File: src/rtl/y86_pkg.sv
// ---------------------------------------------------------------------------
// y86_pkg
// Shared constants for the Y86-64 execute-stage ALU.
//   WORD_W   : machine word width in bits
//   ALU_ADD  : operation code for num1 + num2
//   ALU_SUB  : operation code for num1 - num2 (valB - valA ordering)
//   ALU_AND  : operation code for bitwise AND
//   ALU_XOR  : operation code for bitwise XOR
// ---------------------------------------------------------------------------
package y86_pkg;

    localparam int WORD_W = 64;

    localparam logic [1:0] ALU_ADD = 2'b00;
    localparam logic [1:0] ALU_SUB = 2'b01;
    localparam logic [1:0] ALU_AND = 2'b10;
    localparam logic [1:0] ALU_XOR = 2'b11;

endpackage

File: src/rtl/y86_adder64.sv
// ---------------------------------------------------------------------------
// y86_adder64
// Word-wide adder built from 4-bit carry-lookahead groups. Inside a group
// every carry is computed directly from the group inputs; between groups
// the carry ripples.
// Ports:
//   a    in  WIDTH  addend
//   b    in  WIDTH  addend (already inverted by the caller for subtraction)
//   cin  in  1      carry into bit 0 (1 for subtraction)
//   sum  out WIDTH  a + b + cin, truncated to WIDTH bits
//   cout out 1      carry out of the top bit
// ---------------------------------------------------------------------------
module y86_adder64
    import y86_pkg::*;
#(
    parameter int WIDTH = WORD_W
) (
    input  logic [WIDTH-1:0] a,
    input  logic [WIDTH-1:0] b,
    input  logic             cin,
    output logic [WIDTH-1:0] sum,
    output logic             cout
);

    localparam int GROUPS = WIDTH / 4;

    // group_carry[g] is the carry entering group g
    logic [GROUPS:0] group_carry;

    assign group_carry[0] = cin;

    for (genvar g = 0; g < GROUPS; g++) begin : g_cla
        logic [3:0] p;
        logic [3:0] gen;
        logic [4:0] c;

        assign p   = a[4*g +: 4] ^ b[4*g +: 4];
        assign gen = a[4*g +: 4] & b[4*g +: 4];

        // Fully expanded lookahead equations for the four carries of the group
        assign c[0] = group_carry[g];
        assign c[1] = gen[0] | (p[0] & c[0]);
        assign c[2] = gen[1] | (p[1] & gen[0]) | (p[1] & p[0] & c[0]);
        assign c[3] = gen[2] | (p[2] & gen[1]) | (p[2] & p[1] & gen[0])
                    | (p[2] & p[1] & p[0] & c[0]);
        assign c[4] = gen[3] | (p[3] & gen[2]) | (p[3] & p[2] & gen[1])
                    | (p[3] & p[2] & p[1] & gen[0])
                    | (p[3] & p[2] & p[1] & p[0] & c[0]);

        assign sum[4*g +: 4]    = p ^ c[3:0];
        assign group_carry[g+1] = c[4];
    end

    assign cout = group_carry[GROUPS];

endmodule

File: src/rtl/y86_alu.sv
// ---------------------------------------------------------------------------
// y86_alu
// 64-bit integer ALU for the Y86-64 execute stage. Computes ADD, SUB, AND
// and XOR plus a signed-overflow flag; both outputs are registered, giving
// one cycle of latency with a new operation accepted every cycle.
// Ports:
//   clk           in  1      rising-edge clock
//   rst_n         in  1      synchronous active-low reset
//   num1          in  WIDTH  operand A (valB)
//   num2          in  WIDTH  operand B (valA, valC or +/-8)
//   operation     in  2      00=ADD 01=SUB 10=AND 11=XOR
//   result        out WIDTH  registered result
//   overflow_flag out 1      registered signed overflow for result
// ---------------------------------------------------------------------------
module y86_alu
    import y86_pkg::*;
#(
    parameter int WIDTH = WORD_W
) (
    input  logic             clk,
    input  logic             rst_n,
    input  logic [WIDTH-1:0] num1,
    input  logic [WIDTH-1:0] num2,
    input  logic [1:0]       operation,
    output logic [WIDTH-1:0] result,
    output logic             overflow_flag
);

    localparam int MSB = WIDTH - 1;

    logic             is_sub;
    logic [WIDTH-1:0] adder_b;
    logic [WIDTH-1:0] adder_sum;
    logic             unused_cout;
    logic [WIDTH-1:0] next_result;
    logic             next_overflow;

    // Subtraction reuses the adder as num1 + ~num2 + 1
    assign is_sub  = (operation == ALU_SUB);
    assign adder_b = is_sub ? ~num2 : num2;

    y86_adder64 #(
        .WIDTH(WIDTH)
    ) u_adder (
        .a   (num1),
        .b   (adder_b),
        .cin (is_sub),
        .sum (adder_sum),
        .cout(unused_cout)
    );

    // Result select and signed-overflow detection. Overflow is only possible
    // when the effective operands share a sign and the result sign differs.
    always_comb begin
        next_result   = '0;
        next_overflow = 1'b0;
        case (operation)
            ALU_ADD: begin
                next_result   = adder_sum;
                next_overflow = (num1[MSB] == num2[MSB]) && (adder_sum[MSB] != num1[MSB]);
            end
            ALU_SUB: begin
                next_result   = adder_sum;
                next_overflow = (num1[MSB] != num2[MSB]) && (adder_sum[MSB] != num1[MSB]);
            end
            ALU_AND: begin
                next_result = num1 & num2;
            end
            ALU_XOR: begin
                next_result = num1 ^ num2;
            end
            default: begin
                next_result   = '0;
                next_overflow = 1'b0;
            end
        endcase
    end

    // Output registers; reset takes priority over the operation being sampled
    always_ff @(posedge clk) begin
        if (!rst_n) begin
            result        <= '0;
            overflow_flag <= 1'b0;
        end else begin
            result        <= next_result;
            overflow_flag <= next_overflow;
        end
    end

endmodule

File: config.mk
export PLATFORM = sky130hd
export DESIGN_NAME = y86_alu
export DESIGN_NICKNAME = d
export VERILOG_FILES = /design/src/rtl/y86_pkg.sv /design/src/rtl/y86_adder64.sv /design/src/rtl/y86_alu.sv
export SDC_FILE = /design/constraint.sdc
export NUM_CORES = 1
export LEC_CHECK = 0
export ABC_AREA = 1
export ABC_CLOCK_PERIOD_IN_PS = 13300
export CORE_MARGIN = 2
export CORE_UTILIZATION = 40
export CTS_BUF_LIST = sky130_fd_sc_hd__clkbuf_4 sky130_fd_sc_hd__clkbuf_8 sky130_fd_sc_hd__clkbuf_16
export CTS_CLUSTER_SIZE = 28
export DETAILED_ROUTE_END_ITERATION = 8
export PLACE_DENSITY = 0.69
export SYNTH_ARGS = -nofsm -noshare
export SYNTH_HDL_FRONTEND = slang
export SYNTH_SLANG_ARGS = --single-unit
File: constraint.sdc
create_clock -name clk -period 13.3 [get_ports clk]
set_input_delay 1.995 -clock clk [delete_from_list [all_inputs] [get_ports clk]]
set_output_delay 1.995 -clock clk [all_outputs]
set_load 0.02 [all_outputs]
* After elaboration in Yosys (flattened, before gate mapping)
Cells that the tools add are included. Widths: inputs -> output; s select.
Word-level totals: bits in registers 65, logic and storage cells 471
Operators by class: eq/ne operators 6, reductions and logical operators 4, bitwise gates (word level) 456, mux-type cells 3
Operator list (count):
- $and 1x1->1 | 249
- $pmux 64 s3 | 1
- $or 1x1->1 | 156
- $xor 4x4->4 | 32
- $and 64x64->64 | 1
- $mux 64 | 1
- $not 64->64 | 1
- $xor 64x64->64 | 1
- $and 4x4->4 | 15
- $eq 2x2->1 const B | 2
- $and 3x3->3 | 1
- $eq 2x1->1 const B | 1
- $logic_and 1x1->1 | 2
- $logic_not 2->1 | 1
- $ne 1x1->1 | 2
- $pmux 1 s2 | 1
- $reduce_or 2->1 | 1
- $eq 1x1->1 | 1

* Depth between registers and ports, before layout
Gate-level depths: netlist of run 1.
word-level depth 42, mapped depth 46, gate-level depth less buffers 45

* Hierarchy
A second synthesis of run 1 with hierarchy kept.
Second synthesis, totals: cells, all modules 985, area, all modules 7325.8 um2
Modules (own cells, without submodules):
- y86_alu | instances 1, cells each 640, area each 4668.2 um2, seq. area each 1301.2 um2
- y86_adder64 | instances 1, cells each 345, area each 2657.5 um2, seq. area each 0.0 um2

* Worst setup path before layout of run 1
Ideal clock, no wire load.
path kind in2reg, start point input port operation[1], end point register result[60], arrival 6.119 ns, path buffers 3, cell stages on the path 41, setup slack 7.071 ns, path through buf_6 > nor2_1 > buf_1 > clkbuf_1 > xor2_1 > ha_1 > nand3_1 > nor2_1 > nand3_2 > nand2_2 > nand2_1 > nand2_2 > nand2_2 > nand2_2 > nand2_1 > nand2_2 > nand2_1 > nand2_1 > (+5 left out) > nand2_2 > nand2_1 > nand2_2 > nand2_2 > nand2_2 > nand2_1 > nand2_2 > nand2_1 > nand2_1 > nand2_1 > nand2_2 > nand2_1 > nand2_2 > inv_1 > fa_1 > o211ai_1 > nand2_1 > inv_1
Between the ends: cells in the longest elaborated chain, start to end 38
Ends and longest elaborated chain:
- from (decl) | line y86_alu.sv:24 | input logic [1:0] operation,
- $eq 2x1->1 | line y86_alu.sv:39, y86_alu.sv:57
- $mux 64 | line y86_alu.sv:40 | assign adder_b = is_sub ? ~num2 : num2;
- $xor 4x4->4 / $and 4x4->4 (equally long branches) | line y86_adder64.sv:37, y86_adder64.sv:38
- $and 1x1->1, on equally long branches | line y86_adder64.sv:46, y86_adder64.sv:47, y86_adder64.sv:48
- $or 1x1->1 (tied with other cells) (2 in series) | line y86_adder64.sv:46 | assign c[4] = gen[3] | (p[3] & gen[2]) | (p[3] & p[2] & gen[1])
- $or 1x1->1 / $and 1x1->1 (equally long branches) | line y86_adder64.sv:47, y86_adder64.sv:48
- $or 1x1->1 | line y86_adder64.sv:48 | | (p[3] & p[2] & p[1] & p[0] & c[0]);
- $and 1x1->1 | line y86_adder64.sv:48
- (+21 left out)
- $and 1x1->1 | line y86_adder64.sv:48
- $or 1x1->1 | line y86_adder64.sv:48
- $and 1x1->1 | line y86_adder64.sv:48
- $or 1x1->1 | line y86_adder64.sv:48
- $and 1x1->1 | line y86_adder64.sv:48
- $or 1x1->1 | line y86_adder64.sv:48
- $xor 4x4->4 | line y86_adder64.sv:50 | assign sum[4*g +: 4] = p ^ c[3:0];
- $pmux 64 s3 * | line y86_alu.sv:57 | case (operation)
- to (signal assigned) | line y86_alu.sv:85 | result <= next_result;
- to (decl) | line y86_alu.sv:25 | output logic [WIDTH-1:0] result,
Mark *: on every way between the ends. The rest lies on a longest branch, timed or not. A chain may end at the register's enable or synchronous reset.

* Worst setup path in the final report of run 1
start point input port operation[0], end point register result[60]
Same word-level chain as after synthesis.

==> results of run 1 <==
-- metal layers --
metal	up-vias	global-route usage	part of all wire
met5	-	0	0
met3	16	0.0456	0.076
li1	3452	-	-
met4	0	0.0573	0.014
met1	2983	0.264	0.44
met2	178	0.361	0.47
-- registers in the layout, summed over array words and instances, names as in the netlist --
register	cells
overflow_flag	1
result	64
-- area by class of cell --
type / count / area share
Inverter: 125 / 0.0506
Timing Repair Buffer: 201 / 0.214
Sequential cell: 65 / 0.140
Clock buffer: 12 / 0.0266
Clock inverter: 1 / 0.00323
Multi-Input combinational cell: 722 / 0.536
Tap cell: 220 / 0.0296
Antenna cell: 1 / 0.000269
-- worst max-delay path, delay by kind of cell --
| kind | cells | cell delay (ns) |
|---|---|---|
| compound gates | 1 | 0.18 |
| buf+inv | 6 | 1.67 |
| fa+ha+maj | 2 | 0.73 |
| simple gates | 28 | 2.77 |
| xor+xnor | 1 | 0.24 |
-- per-stage QoR --
step | setup slack (ns) | std cells | power [mW] | hold slack, ns
2_1_floorplan | 7.07 | 944 | 0.477 | 2.17
3_3_place_gp | 5.70 | 1333 | 0.615 | 2.62
3_5_place_dp | 5.58 | 1333 | 0.621 | 2.60
4_1_cts | 5.92 | 1346 | 0.863 | 2.25
5_1_grt | 5.37 | 1346 | 0.919 | 2.29
6_report | 6.02 | 1347 | 0.852 | 2.26
-- placed cells by master (no fill, tap or decap), drive strengths merged, types with 24 or more instances in the layout --
| master | netlist | final |
|---|---|---|
| xor2 | 64 | 64 |
| dfxtp | 65 | 65 |
| a21oi | 24 | 24 |
| nor2 | 72 | 72 |
| o21ai | 38 | 38 |
| inv | 123 | 123 |
| nand2 | 228 | 228 |
| nand3 | 38 | 38 |
| clkdlybuf4s50 | 0 | 194 |
| ha | 127 | 127 |
| a31oi | 41 | 41 |
-- worst min-delay path by stage --
stage                  from         end  slack (ns)  depth (start not counted)
2_1_floorplan  operation[0]  result[63]        2.17                          2
3_3_place_gp          rst_n  result[20]        2.62                          3
3_5_place_dp          rst_n  result[20]        2.60                          3
4_1_cts               rst_n  result[36]        2.25                          3
5_1_grt               rst_n  result[48]        2.29                          3
6_report              rst_n  result[44]        2.26                          3
-- power breakdown --
part           switching [mW]  total [mW]  internal, mW
Combinational           0.209       0.389         0.180
Clock                  0.0874       0.236         0.148
Sequential            0.00690       0.226         0.219
-- cell families after synthesis --
| kind of cell | Yosys count | synth area share |
|---|---|---|
| AOI/OAI and AO/OA | 138 | 0.124 |
| xor gates and xnor gates | 85 | 0.108 |
| adders and majority gates | 142 | 0.275 |
| buffers and inverters | 157 | 0.0875 |
| DFF | 65 | 0.189 |
| and+or+nand+nor | 357 | 0.216 |
==> impl_metrics.csv, run 1 <==
group,metric,value,unit
synthesis,synth_seq_cells,65,
timing,rsz0062_at_grt,"no",
route,post_drt_wl_per_cell,13.9,µm
synthesis,yosys_warnings,0,
timing,finalHoldViolCount,0,
synthesis,synthCells,944,
critical_path,start_kind,"input pin",
critical_path,crit_arrival,7.56,ns
clocking,clkSlewWorstSetupHoldPaths,0.06,ns
synthesis,ys.flop_type,"dfxtp_1",
cells_and_area,drive_above_1_share,0.0444,
clocking,cts_tree,"done",
global_route,grt_pass1_vias,6329,
floorplan,ioPinCount,197,
critical_path,crit_path_end,"result[60]",
timing,timing.fmax,0.137,GHz
clocking,htreeDepth,3,
critical_path,slowest_stage,"nor2_4",
synthesis,syn_area_per_cell,7.29,µm²
route,drt-pass1-iter-count,4,
synthesis,synth_top_area_frac,0.231,
route,totalWireLength,18700,µm
route,vias,6629,
critical_path,critPathKind,"input pin to flop",
timing,period_minus_slack,7.28,ns
cells_and_area,fin_util,0.557,
critical_path,cp_max_fo,37,
floorplan,floorplan.die.height,135,µm
timing,slew_headroom,0.327,
clocking,cts_made_buffers,9,
global_route,grt_max_degree,45,
cells_and_area,nFillCells,1549,
floorplan,coreArea,0.0167,mm²
synthesis,netlist-cell-type-count,36,
route,drc,0,
clocking,cts_sinks,65,
synthesis,synth_top_cell_by_area,"ha_1",
critical_path,startpoint,"operation[0]",
job,drv_cap,0,
cells_and_area,area_growth,35.3,%
clocking,cts_hold_buffers,0,
synthesis,yosysMostFrequentCell,"nand2_1",
floorplan,design.die.area,0.0183,mm²
synthesis,syn_area,0.00688,mm²
route,postRouteAntennaNets,0,
timing,final-max-slew-violation-count,0,
critical_path,slowest_delay,0.78,ns
cells_and_area,layout.area.seq,0.00130,mm²
hold_path,hold_class,"input pin to flop",
outcome,outcome,"finished clean",
global_route,grt_pass1_wl,30500,µm
clocking,cts_buffer_depth,2,
clocking,root_buffer,"clkbuf_16",
cells_and_area,final_cell_area,0.00931,mm²
route,via_per_inst,4.92,
synthesis,synthArstFlopShare,0,
place,dp.final_hpwl,13800,µm
cells_and_area,multi_input_area,0.00499,mm²
critical_path,endpoint_kind,"flop",
floorplan,initial_core_util,0.412,
floorplan,row_count,47,
synthesis,syn-num-nets,1218,
synthesis,synth_seq_area_share,0.189,
clocking,cts_setup_buffers,0,
power_and_ir_drop,p_leak,4.41,nW
timing,fin_crit_sh,0.547,
cells_and_area,nets,1398,
timing,worst_pin_slew,1.01,ns
place,port_buffers,196,
power_and_ir_drop,max-vdd-ir-drop,0.0567,mV
place,placed_area,0.00903,mm²
clocking,ctsResizeCount,0,
synthesis,synthTopCellsByArea,"ha_1 (23%), dfxtp_1 (19%), nand2_1 (11%)",
timing,fin_tns_setup,0,ns
global_route,grt_overflow,0,
timing,setup_viol_count_final,0,
global_route,antenna_found_initial,1,
power_and_ir_drop,power_density,91.5,mW/mm²
route,drtIter0Drc,173,
synthesis,synth_edf_count,0,
floorplan,fp.dieW,135,µm
synthesis,synth.top_cells.by_count,"nand2_1 (210), ha_1 (127), inv_1 (122)",
global_route,track_usage,0.209,
place,gp_congestion,0.826,
critical_path,required,13.58,ns
Power figures use the tool's default switching activity.
==> inputs of run 2 (changes only) <==
--- a/config.mk
+++ b/config.mk
@@ -6,7 +6,7 @@
 export NUM_CORES = 1
 export LEC_CHECK = 0
 export ABC_AREA = 1
-export ABC_CLOCK_PERIOD_IN_PS = 13300
+export ABC_CLOCK_PERIOD_IN_PS = 6890
 export CORE_MARGIN = 2
 export CORE_UTILIZATION = 40
 export CTS_BUF_LIST = sky130_fd_sc_hd__clkbuf_4 sky130_fd_sc_hd__clkbuf_8 sky130_fd_sc_hd__clkbuf_16
==> constraint.sdc (replaced) <==
create_clock -name clk -period 6.89 [get_ports clk]
set_input_delay 1.0335 -clock clk [delete_from_list [all_inputs] [get_ports clk]]
set_output_delay 1.0335 -clock clk [all_outputs]
set_load 0.02 [all_outputs]
==> impl_metrics.csv, run 2 (synthesis results as in run 1) <==
group,metric,value,unit
outcome,outcome,"finished clean",
job,drv_cap,0,
timing,worst_pin_slew,0.813,ns
global_route,antenna_found_initial,1,
timing,final-max-slew-violation-count,0,
global_route,grt_max_degree,45,
floorplan,ioPinCount,197,
critical_path,slowest_delay,0.61,ns
route,drc,0,
floorplan,design.die.area,0.0183,mm²
global_route,grt_pass1_wl,31000,µm
power_and_ir_drop,p_leak,4.41,nW
floorplan,fp.dieW,135,µm
floorplan,coreArea,0.0167,mm²
clocking,ctsResizeCount,0,
cells_and_area,largest_reg_flops,64,
route,drt-pass1-iter-count,4,
cells_and_area,area_growth,35.3,%
critical_path,cp_max_fo,12,
route,topRoutingLayerUsed,"met4",
clocking,htreeDepth,3,
cells_and_area,largest_registers,"result: 64 flops, overflow_flag: 1 flops",
clocking,cts_hold_buffers,0,
cells_and_area,max_flop_register,"result",
cells_and_area,drive_above_1_share,0.0461,
route,via_per_inst,4.89,
critical_path,critPathKind,"input pin to flop",
place,gp_congestion,0.838,
clocking,cts_buffer_depth,2,
route,postRouteAntennaNets,0,
cells_and_area,nets,1400,
route,vias,6599,
place,port_buffers,196,
route,post_drt_wl_per_cell,14.1,µm
route,wl_met3,1190,µm
cells_and_area,layout_common_cells,"nand2_1 (210), clkdlybuf4s50_1 (194), ha_1 (127)",
global_route,grt_overflow,0,
timing,timing.fmax,0.181,GHz
clocking,cts_setup_buffers,0,
cells_and_area,layout_commonest_cell,"nand2_1",
floorplan,initial_core_util,0.412,
clocking,cts_sinks,65,
timing,finalHoldViolCount,0,
timing,slew_headroom,0.457,
power_and_ir_drop,power,1.61,mW
timing,fin_tns_setup,0,ns
critical_path,slowest_stage,"clkdlybuf4s50_1",
timing,fin_crit_sh,0.802,
critical_path,cp_top_family,"simple AND/OR/NAND/NOR gates",
critical_path,critPathMostFrequentCell,"nand2_2",
power_and_ir_drop,power_density,174,mW/mm²
route,wl_met1,8280,µm
place,dp.final_hpwl,13900,µm
timing,period_minus_slack,5.53,ns
timing,rsz0062_at_grt,"no",
clocking,cts_tree,"done",
route,totalWireLength,19000,µm
timing,fin_hold_ws,1.29,ns
critical_path,cp_num_buf_inv,6,
timing,setup_viol_count_final,0,
route,wl_met2,9180,µm
hold_path,hold_class,"input pin to flop",
critical_path,required,7.17,ns
clocking,root_buffer,"clkbuf_16",
floorplan,row_count,47,
global_route,track_usage,0.213,
clocking,clkSlewWorstSetupHoldPaths,0.06,ns
route,drtIter0Drc,205,
critical_path,start_kind,"input pin",
floorplan,floorplan.die.height,135,µm
cells_and_area,fin_util,0.557,
global_route,grt_pass1_vias,6449,
power_and_ir_drop,max-vdd-ir-drop,0.115,mV
critical_path,crit_arrival,5.81,ns
clocking,cts_made_buffers,9,
critical_path,endpoint_kind,"flop",
==> run 2: cell count changes in the layout (fill, tap and decap cells not counted), sizes merged <==
cell / delta
bufinv: -1
buf: +2
clkinv: +1
==> run 2: worst paths after layout <==
path | slack (ns) | endpoint | depth (start not counted) | startpoint
worst min-delay path | 1.29 | result[16] | 3 | rst_n
worst max-delay path | 1.36 | result[60] | 39 | operation[0]
==> run 2: worst min-delay path, cell delays in order <==
cell,delay [ns]
buf_2,0.35
nand2_1,0.16
inv_1,0.03
==> run 2: metrics by stage <==
stage / std cells / cell area, µm² / setup WS [ns]
global placement: 1335 / 9040 / 1.05
finish: 1349 / 9300 / 1.36
global route: 1348 / 9300 / 0.768
detailed placement: 1335 / 9040 / 0.963
CTS: 1348 / 9300 / 1.32
floorplan: 944 / 6880 / 1.62
==> run 2: layout make-up <==
| type | count | area, µm² |
|---|---|---|
| fill | 1641 | 7400 |
| multi-input combinational | 722 | 4990 |
| timing repair buffer | 203 | 2000 |
| sequential | 65 | 1300 |
| inverter | 125 | 470 |
| tap | 220 | 275 |
| clock buffer | 12 | 254 |
| clock inverter | 1 | 5.00 |
| antenna | 1 | 2.50 |
==> run 2: power breakdown <==
part	switching (mW)	total, mW	internal (mW)
combinational	0.403	0.752	0.349
sequential	0.0135	0.437	0.424
clock	0.170	0.425	0.255
==> run 2: routing by layer <==
| metal | up-vias | global-route usage |
|---|---|---|
| met5 | - | 0 |
| met4 | 0 | 0.0648 |
| met3 | 20 | 0.0449 |
| met2 | 147 | 0.373 |
| met1 | 2979 | 0.263 |
| li1 | 3453 | - |
==> inputs of run 3 (changes only) <==
--- a/config.mk
+++ b/config.mk
@@ -6,7 +6,7 @@
 export NUM_CORES = 1
 export LEC_CHECK = 0
 export ABC_AREA = 1
-export ABC_CLOCK_PERIOD_IN_PS = 6890
+export ABC_CLOCK_PERIOD_IN_PS = 5700
 export CORE_MARGIN = 2
 export CORE_UTILIZATION = 40
 export CTS_BUF_LIST = sky130_fd_sc_hd__clkbuf_4 sky130_fd_sc_hd__clkbuf_8 sky130_fd_sc_hd__clkbuf_16
==> constraint.sdc (replaced) <==
create_clock -name clk -period 5.7 [get_ports clk]
set_input_delay 0.855 -clock clk [delete_from_list [all_inputs] [get_ports clk]]
set_output_delay 0.855 -clock clk [all_outputs]
set_load 0.02 [all_outputs]
==> impl_metrics.csv, run 3 (synthesis results as in run 1) <==
group,metric,value,unit
floorplan,design.die.area,0.0183,mm²
floorplan,coreArea,0.0167,mm²
timing,slew_headroom,0.338,
critical_path,crit_path_end,"result[60]",
global_route,track_usage,0.209,
power_and_ir_drop,power_density,210,mW/mm²
global_route,grt_max_degree,48,
floorplan,row_count,47,
clocking,ctsResizeCount,0,
timing,setup_viol_count_final,0,
timing,worst_pin_slew,0.991,ns
timing,period_minus_slack,5.02,ns
clocking,cts_tree,"done",
timing,fin_tns_setup,0,ns
power_and_ir_drop,p_leak,4.42,nW
route,vias,6542,
critical_path,slowest_stage,"clkdlybuf4s50_1",
route,drtIter0Drc,219,
cells_and_area,layout.area.seq,0.00130,mm²
cells_and_area,layout_common_cells,"nand2_1 (210), clkdlybuf4s50_1 (194), ha_1 (127)",
timing,final-max-slew-violation-count,0,
critical_path,critPathMostFrequentCell,"nand2_2",
critical_path,slowest_delay,0.52,ns
route,via_per_inst,4.84,
clocking,cts_made_buffers,9,
route,drc,0,
clocking,cts_buffer_depth,2,
route,totalWireLength,18700,µm
cells_and_area,drive_above_1_share,0.0486,
hold_path,hold_class,"input pin to flop",
timing,finalHoldViolCount,0,
critical_path,required,5.98,ns
outcome,outcome,"finished clean",
critical_path,start_kind,"input pin",
critical_path,cp_max_fo,11,
global_route,grt_pass1_vias,6172,
cells_and_area,layout_commonest_cell,"nand2_1",
clocking,cts_setup_buffers,0,
clocking,cts_hold_buffers,0,
cells_and_area,largest_registers,"result: 64 flops, overflow_flag: 1 flops",
route,postRouteAntennaNets,0,
cells_and_area,multi_input_area,0.00499,mm²
critical_path,endpoint_kind,"flop",
timing,fin_hold_ws,1.11,ns
timing,timing.fmax,0.199,GHz
timing,fin_crit_sh,0.880,
floorplan,ioPinCount,197,
job,drv_cap,0,
global_route,antenna_found_initial,1,
timing,rsz0062_at_grt,"no",
clocking,htreeDepth,3,
route,post_drt_wl_per_cell,13.9,µm
cells_and_area,area_growth,35.6,%
floorplan,floorplan.die.height,135,µm
cells_and_area,largest_reg_flops,64,
cells_and_area,max_flop_register,"result",
global_route,grt_pass1_wl,30200,µm
critical_path,crit_arrival,5.30,ns
power_and_ir_drop,max-vdd-ir-drop,0.143,mV
critical_path,startpoint,"operation[0]",
place,dp.final_hpwl,13900,µm
cells_and_area,nets,1403,
place,port_buffers,196,
global_route,grt_overflow,0,
clocking,root_buffer,"clkbuf_16",
clocking,clkSlewWorstSetupHoldPaths,0.06,ns
critical_path,critPathKind,"input pin to flop",
clocking,cts_sinks,65,
floorplan,fp.dieW,135,µm
floorplan,initial_core_util,0.412,
place,gp_congestion,0.811,
route,drt-pass1-iter-count,5,
cells_and_area,nFillCells,1582,
-- run 3: cell count changes in the layout (fill, tap and decap cells not counted) --
cell / before / now
buf_4: 7 / 10
-- run 3: worst min path at each step --
stage                  from    endpoint  slack [ns]  cells past startpoint
2_1_floorplan  operation[0]  result[63]        1.03                      2
3_3_place_gp          rst_n  result[12]        1.47                      3
3_5_place_dp          rst_n   result[4]        1.47                      3
4_1_cts               rst_n  result[16]        1.11                      3
5_1_grt               rst_n   result[8]        1.14                      3
6_report              rst_n  result[36]        1.11                      3
-- run 3: report_power, final --
part           switching [mW]  internal, mW  total [mW]
clock                   0.213         0.308       0.522
combinational           0.487         0.424       0.911
sequential             0.0161         0.512       0.528
-- run 3: worst max-delay path, delay by kind of cell --
family,cells,cell delay [ns]
AND/OR/NAND/NOR,31,2.24
buffers and inverters,7,1.08
adder cells (fa/ha/maj),2,0.74
XOR/XNOR,1,0.19
AO/OA/AOI/OAI,1,0.18
-- run 3: layout make-up --
class,instances,area share
Sequential cell,65,0.140
Tap cell,220,0.0295
Timing Repair Buffer,206,0.217
Multi-Input combinational cell,722,0.535
Clock buffer,12,0.0272
Antenna cell,1,0.000268
Inverter,125,0.0504
Clock inverter,1,0.000537
-- run 3: metal layers --
metal / track usage / vias up / part of all wire
met3: 0.0456 / 18 / 0.061
met2: 0.349 / 153 / 0.47
li1: - / 3466 / -
met4: 0.0712 / 0 / 0.018
met1: 0.268 / 2905 / 0.45
met5: 0 / - / 0
-- run 3: stage by stage --
step	util	power [mW]	setup WS, ns	cell area [µm²]	instances
after floorplan	-	1.11	0.611	6880	944
after global placement	0.543	1.44	0.396	9060	1338
after detailed placement	0.543	1.45	0.279	9060	1338
after CTS	0.558	1.99	0.635	9320	1351
after global routing	0.558	2.12	0.232	9320	1351
final	0.558	1.96	0.682	9330	1352
